File: src/rtl/sp_fetch_sched.sv
// sp_fetch_sched: weight-stationary scratchpad fetch scheduler feeding the packing controller
module sp_fetch_sched #(
   parameter int ADDR_W    = 10,
   parameter int DIN_WORDS = 4,
   parameter int WT_WORDS  = 16,
   parameter int TILE_W    = 8
) (
   input  logic              clk,
   input  logic              reset,
   input  logic              start,
   input  logic              abort,
   input  logic [ADDR_W-1:0] wt_base,
   input  logic [ADDR_W-1:0] din_base,
   input  logic [TILE_W-1:0] num_tiles,
   output logic              sp_ren,
   output logic [ADDR_W-1:0] sp_raddr,
   input  logic [63:0]       sp_rdata,
   output logic [63:0]       sp_wt_out,
   output logic              sp_load2,
   output logic [63:0]       sp_din_out,
   output logic              sp_load,
   input  logic              tile_ack,
   output logic [TILE_W-1:0] tile_idx,
   output logic              busy,
   output logic              done
);
   localparam int CW = $clog2(WT_WORDS + 1);
   typedef enum logic [2:0] {IDLE, WT_FETCH, DIN_FETCH, WAIT_ACK, DONE} state_t;
   state_t state, state_n;
   logic phase, phase_n, issue, v1, k1;
   logic [CW-1:0] cnt, cnt_n;
   logic [TILE_W-1:0] tile_n, num_tiles_q;
   logic [ADDR_W-1:0] wt_base_q, din_base_q, addr, raddr_q;
   always_comb begin
      state_n = state;
      phase_n = ~phase;
      cnt_n = cnt;
      tile_n = tile_idx;
      issue = 1'b0;
      addr = (state == WT_FETCH) ? wt_base_q + ADDR_W'(cnt)
           : din_base_q + ADDR_W'(tile_idx) * ADDR_W'(DIN_WORDS) + ADDR_W'(cnt);
      case (state)
         IDLE: begin
            phase_n = 1'b0;
            if (start) begin
               state_n = (num_tiles == '0) ? DONE : WT_FETCH;
               cnt_n = '0;
               tile_n = '0;
            end
         end
         WT_FETCH: begin
            issue = !phase && cnt != CW'(WT_WORDS) && !abort;
            cnt_n = issue ? cnt + 1'b1 : cnt;
            // hold one odd cycle after the last weight read so the read cadence stays 1-in-2
            if (phase && cnt == CW'(WT_WORDS)) begin
               state_n = DIN_FETCH;
               cnt_n = '0;
            end
         end
         DIN_FETCH: begin
            issue = !phase && cnt != CW'(DIN_WORDS) && !abort;
            cnt_n = issue ? cnt + 1'b1 : cnt;
            if (!phase && cnt == CW'(DIN_WORDS)) state_n = WAIT_ACK;
         end
         WAIT_ACK: begin
            phase_n = 1'b0;
            if (tile_ack) begin
               if (tile_idx == num_tiles_q - TILE_W'(1)) state_n = DONE;
               else begin
                  tile_n = tile_idx + 1'b1;
                  cnt_n = '0;
                  state_n = DIN_FETCH;
               end
            end
         end
         DONE: begin
            phase_n = 1'b0;
            state_n = IDLE;
         end
         default: state_n = IDLE;
      endcase
      if (abort && state != IDLE) begin
         state_n = IDLE;
         phase_n = 1'b0;
      end
   end
   always_comb begin
      sp_ren = issue;
      sp_raddr = issue ? addr : raddr_q;
      busy = state != IDLE;
      done = state == DONE && !abort;
   end
   always_ff @(posedge clk or posedge reset) begin
      if (reset) begin
         state <= IDLE;
         phase <= 1'b0;
         cnt <= '0;
         tile_idx <= '0;
         num_tiles_q <= '0;
         wt_base_q <= '0;
         din_base_q <= '0;
         raddr_q <= '0;
         v1 <= 1'b0;
         k1 <= 1'b0;
         sp_load <= 1'b0;
         sp_load2 <= 1'b0;
         sp_wt_out <= '0;
         sp_din_out <= '0;
      end else begin
         state <= state_n;
         phase <= phase_n;
         cnt <= cnt_n;
         tile_idx <= tile_n;
         if (state == IDLE && start) begin
            num_tiles_q <= num_tiles;
            wt_base_q <= wt_base;
            din_base_q <= din_base;
         end
         if (issue) raddr_q <= addr;
         v1 <= issue;
         k1 <= state == WT_FETCH;
         sp_load2 <= v1 && k1 && !abort;
         sp_load <= v1 && !k1 && !abort;
         if (v1 && k1 && !abort) sp_wt_out <= sp_rdata;
         if (v1 && !k1 && !abort) sp_din_out <= sp_rdata;
      end
   end
endmodule

File: config.mk
export PLATFORM = sky130hd
export DESIGN_NAME = sp_fetch_sched
export DESIGN_NICKNAME = d
export VERILOG_FILES = /design/src/rtl/sp_fetch_sched.sv
export SDC_FILE = /design/constraint.sdc
export NUM_CORES = 1
export LEC_CHECK = 0
export CAP_MARGIN = 20
export CORE_MARGIN = 2
export CORE_UTILIZATION = 51
export CTS_CLUSTER_SIZE = 20
export DETAILED_ROUTE_END_ITERATION = 16
export GPL_TIMING_DRIVEN = 1
export PLACE_DENSITY_LB_ADDON = 0.2
export SYNTH_ARGS = -nofsm -noshare
export SYNTH_HDL_FRONTEND = slang
export SYNTH_SLANG_ARGS = --single-unit
File: constraint.sdc
create_clock -name clk -period 8.6 [get_ports clk]
set_clock_uncertainty 0.15 [all_clocks]
set_input_delay 0.86 -clock clk [delete_from_list [all_inputs] [get_ports clk]]
set_output_delay 0.86 -clock clk [all_outputs]
set_load 0.01 [all_outputs]
==> run metrics <==
n_diodes=0; # Post-CTS Setup Buffers=0; core area=0.0159 mm^2; critical path cell sequence=inv_1 -> fa_1 -> inv_1 -> ha_1 -> a21oi_1 -> o21ai_0 -> a2111oi_0 -> nor3_1 -> xor2_1 -> nor2_1 -> o21ai_0 -> clkdlybuf4s50_1; Fillers=1224; hold path start=sp_wt_out[45]; Port Buf Inserts=247; depth of the worst register-to-register path=11; DP HPWL=14800 um; post-layout minimum cycle time=4840 ps; Post-Syn Area=0.00833 mm^2; synth unique cells=49; worst path bufs/invs=3; DR vias/cell=5.19; leading area contributor after synthesis=dfrtp_1; Worst path slowest cell=clkdlybuf4s50_1; largest net degree at the start of global routing=115; ANT nets after route=0; Top FF cell, synth=dfrtp_1; max frequency=207 MHz; crit path from=tile_idx[0]; max-slew violation count=0; power per cell area=371 mW/mm^2; Setup Crit Path Kind=reg2out; CTS Buf Count=17; routed len/inst=16.7 um; Synth Register Bits=187; Post-synth ARST share=100%; Hold WC Path Type=reg2reg; nets=1186; H-tree Lvls=4; Least-Margin Pin Slew=912 ps; CTS max path bufs=2; Total GRT Usage=25.3%; gpl congestion=0.803; total die area=0.0174 mm^2; Die W=132 um; syn_nets=949; antenna violations before repair=0; status=complete, no violations; worst-path maximum fanout=6; global-route wire length before repair=35000 um; Hold Buf Count CTS=0; row cnt=46; Synth area leaders=dfrtp_1 56%, nand2_1 13%, mux2_2 8.7%, ha_1 3.5%, o21ai_0 2.1%; Commonest cells post-synth=298 x nand2_1, 187 x dfrtp_1, 64 x mux2_2; period utilization=56.3%; synthesized instance count=824; Ys Warns=0; required time worst endpoint=7590 ps; vias in the first global route=6558; Worst R2R Setup Slack=5540 ps; Final setup viols=0; Hold Vio Cnt, Final=0; share of layout cells above drive strength 1=10.4%; syn_area_per_cell=10.1 um^2; final wirelength=21500 um; Clk Latency, worst-skew pair=430 ps; Worst Hold Endpoint=sp_wt_out[45]; CP Launch Type=flop; Root Buffer=clkbuf_16; die height=132 um; Core Util, Final=72.6%; clk slew on worst S/H paths=70 ps; Pwr Total=4.30 mW; Vias=6696; CTS tree=done; final setup margin=3760 ps; DR iter-0 viols=413; Initial Util=52.2%; Critical Path Sink Type=output pin; WHS Path Cells=2; Remaining DRCs=0; Critical Path AT=3830 ps; EDFF count, synth=0; area fraction of the dominant cell type after synthesis=56.2%; Worst VDD drop=0.168 mV; slowest stage delay, CP=590 ps; cell family with most CP delay=compound AO/OA/AOI/OAI gates; Seq/Total Area, Yosys=56.2%; count leader, synth=nand2_1; gr ovfl total=0; relative slew slack=39.2%; R2R Path End=raddr_q[8]; num ports=248; Leak=5.33 nW; Area Overhead vs Synth=39.1%; Place WS=3830 ps; Reg-to-Reg Start=tile_idx[0]; RSZ-0062 raised after global routing=false; Max Cap Violations=0; CTS Sinks=187; router iterations before antenna repair=4; CTS resizes=0; TNS Setup=0 ps
area by class of cell:
class / instances / area, um^2 / share of cell area, %
repair buffers: 254 / 2550 / 22.0
multi-input cells: 580 / 3440 / 29.7
flip-flops and latches: 187 / 4680 / 40.4
well taps: 216 / 270 / 2.33
clock inverters: 14 / 130 / 1.12
inverters: 21 / 83.8 / 0.724
clock buffers: 18 / 429 / 3.71
cell usage in the layout, fill, tap and decap left out, drive strengths merged, types with 3 or more instances in the layout:
cell             n
nand2          298
clkdlybuf4s50  247
dfrtp          187
mux2            64
o21ai           36
inv             27
nor2            24
ha              23
a21oi           21
clkbuf          18
nand3           15
xnor2           14
xor2            11
buf              7
or3              6
nor3             5
mux2i            5
fa               5
nor2b            4
nor4             4
clkinvlp         4
clkinv           4
nand2b           3
or4              3
and3             3
nor3b            3
a2111oi          3
per-layer routing:
metal  track usage (%)  vias to the layer above  wire length (um)
met1              32.5                     3274              9140
met5                 0                        -                 0
met2              43.5                      198             10900
met3              5.07                       27              1070
met4              8.09                        0               410
li1                  -                     3197                 -
flip-flops by register name, indices dropped and copies added (netlist names):
name,cells
cnt,5
din_base_q,10
k1,1
num_tiles_q,8
phase,1
raddr_q,10
sp_din_out,64
sp_load,1
sp_load2,1
sp_wt_out,64
state,3
tile_idx,8
v1,1
wt_base_q,10
stage by stage:
step | cell area, um^2 | cells | hold slack (ps)
2_1_floorplan | 8330 | 824 | 300
3_3_place_gp | 11000 | 1256 | 306
3_5_place_dp | 11000 | 1256 | 311
4_1_cts | 11500 | 1288 | 329
5_1_grt | 11600 | 1290 | 347
6_report | 11600 | 1290 | 325
logic make-up after synthesis:
| family | count (synthesis) | share of synthesized area (%) |
|---|---|---|
| buf+inv | 57 | 2.66 |
| flops | 187 | 56.2 |
| mux | 69 | 9.25 |
| compound gates | 80 | 5.96 |
| xor+xnor | 25 | 2.63 |
| simple gates | 378 | 18.6 |
| fa+ha+maj | 28 | 4.66 |
worst max-delay path by stage:
stage / depth (start not counted) / end / slack, ps
after global placement: 9 / sp_raddr[8] / 3850
after floorplan: 1 / cnt[0] / 2500
after global routing: 12 / sp_raddr[8] / 3310
final: 12 / sp_raddr[8] / 3760
after detailed placement: 9 / sp_raddr[8] / 3830
after CTS: 12 / sp_raddr[8] / 3700
where the power goes:
| group | switching [mW] | internal (mW) |
|---|---|---|
| Sequential | 0.245 | 1.29 |
| Combinational | 0.956 | 1.06 |
| Clock | 0.362 | 0.382 |
| Total | 1.56 | 2.73 |
tightest hold or removal path: stages, from the launching register on:
cell and delay (ps):
dfrtp_1 340, nand2_1 50, nand2_1 50
(Power assumes the default switching activity.)
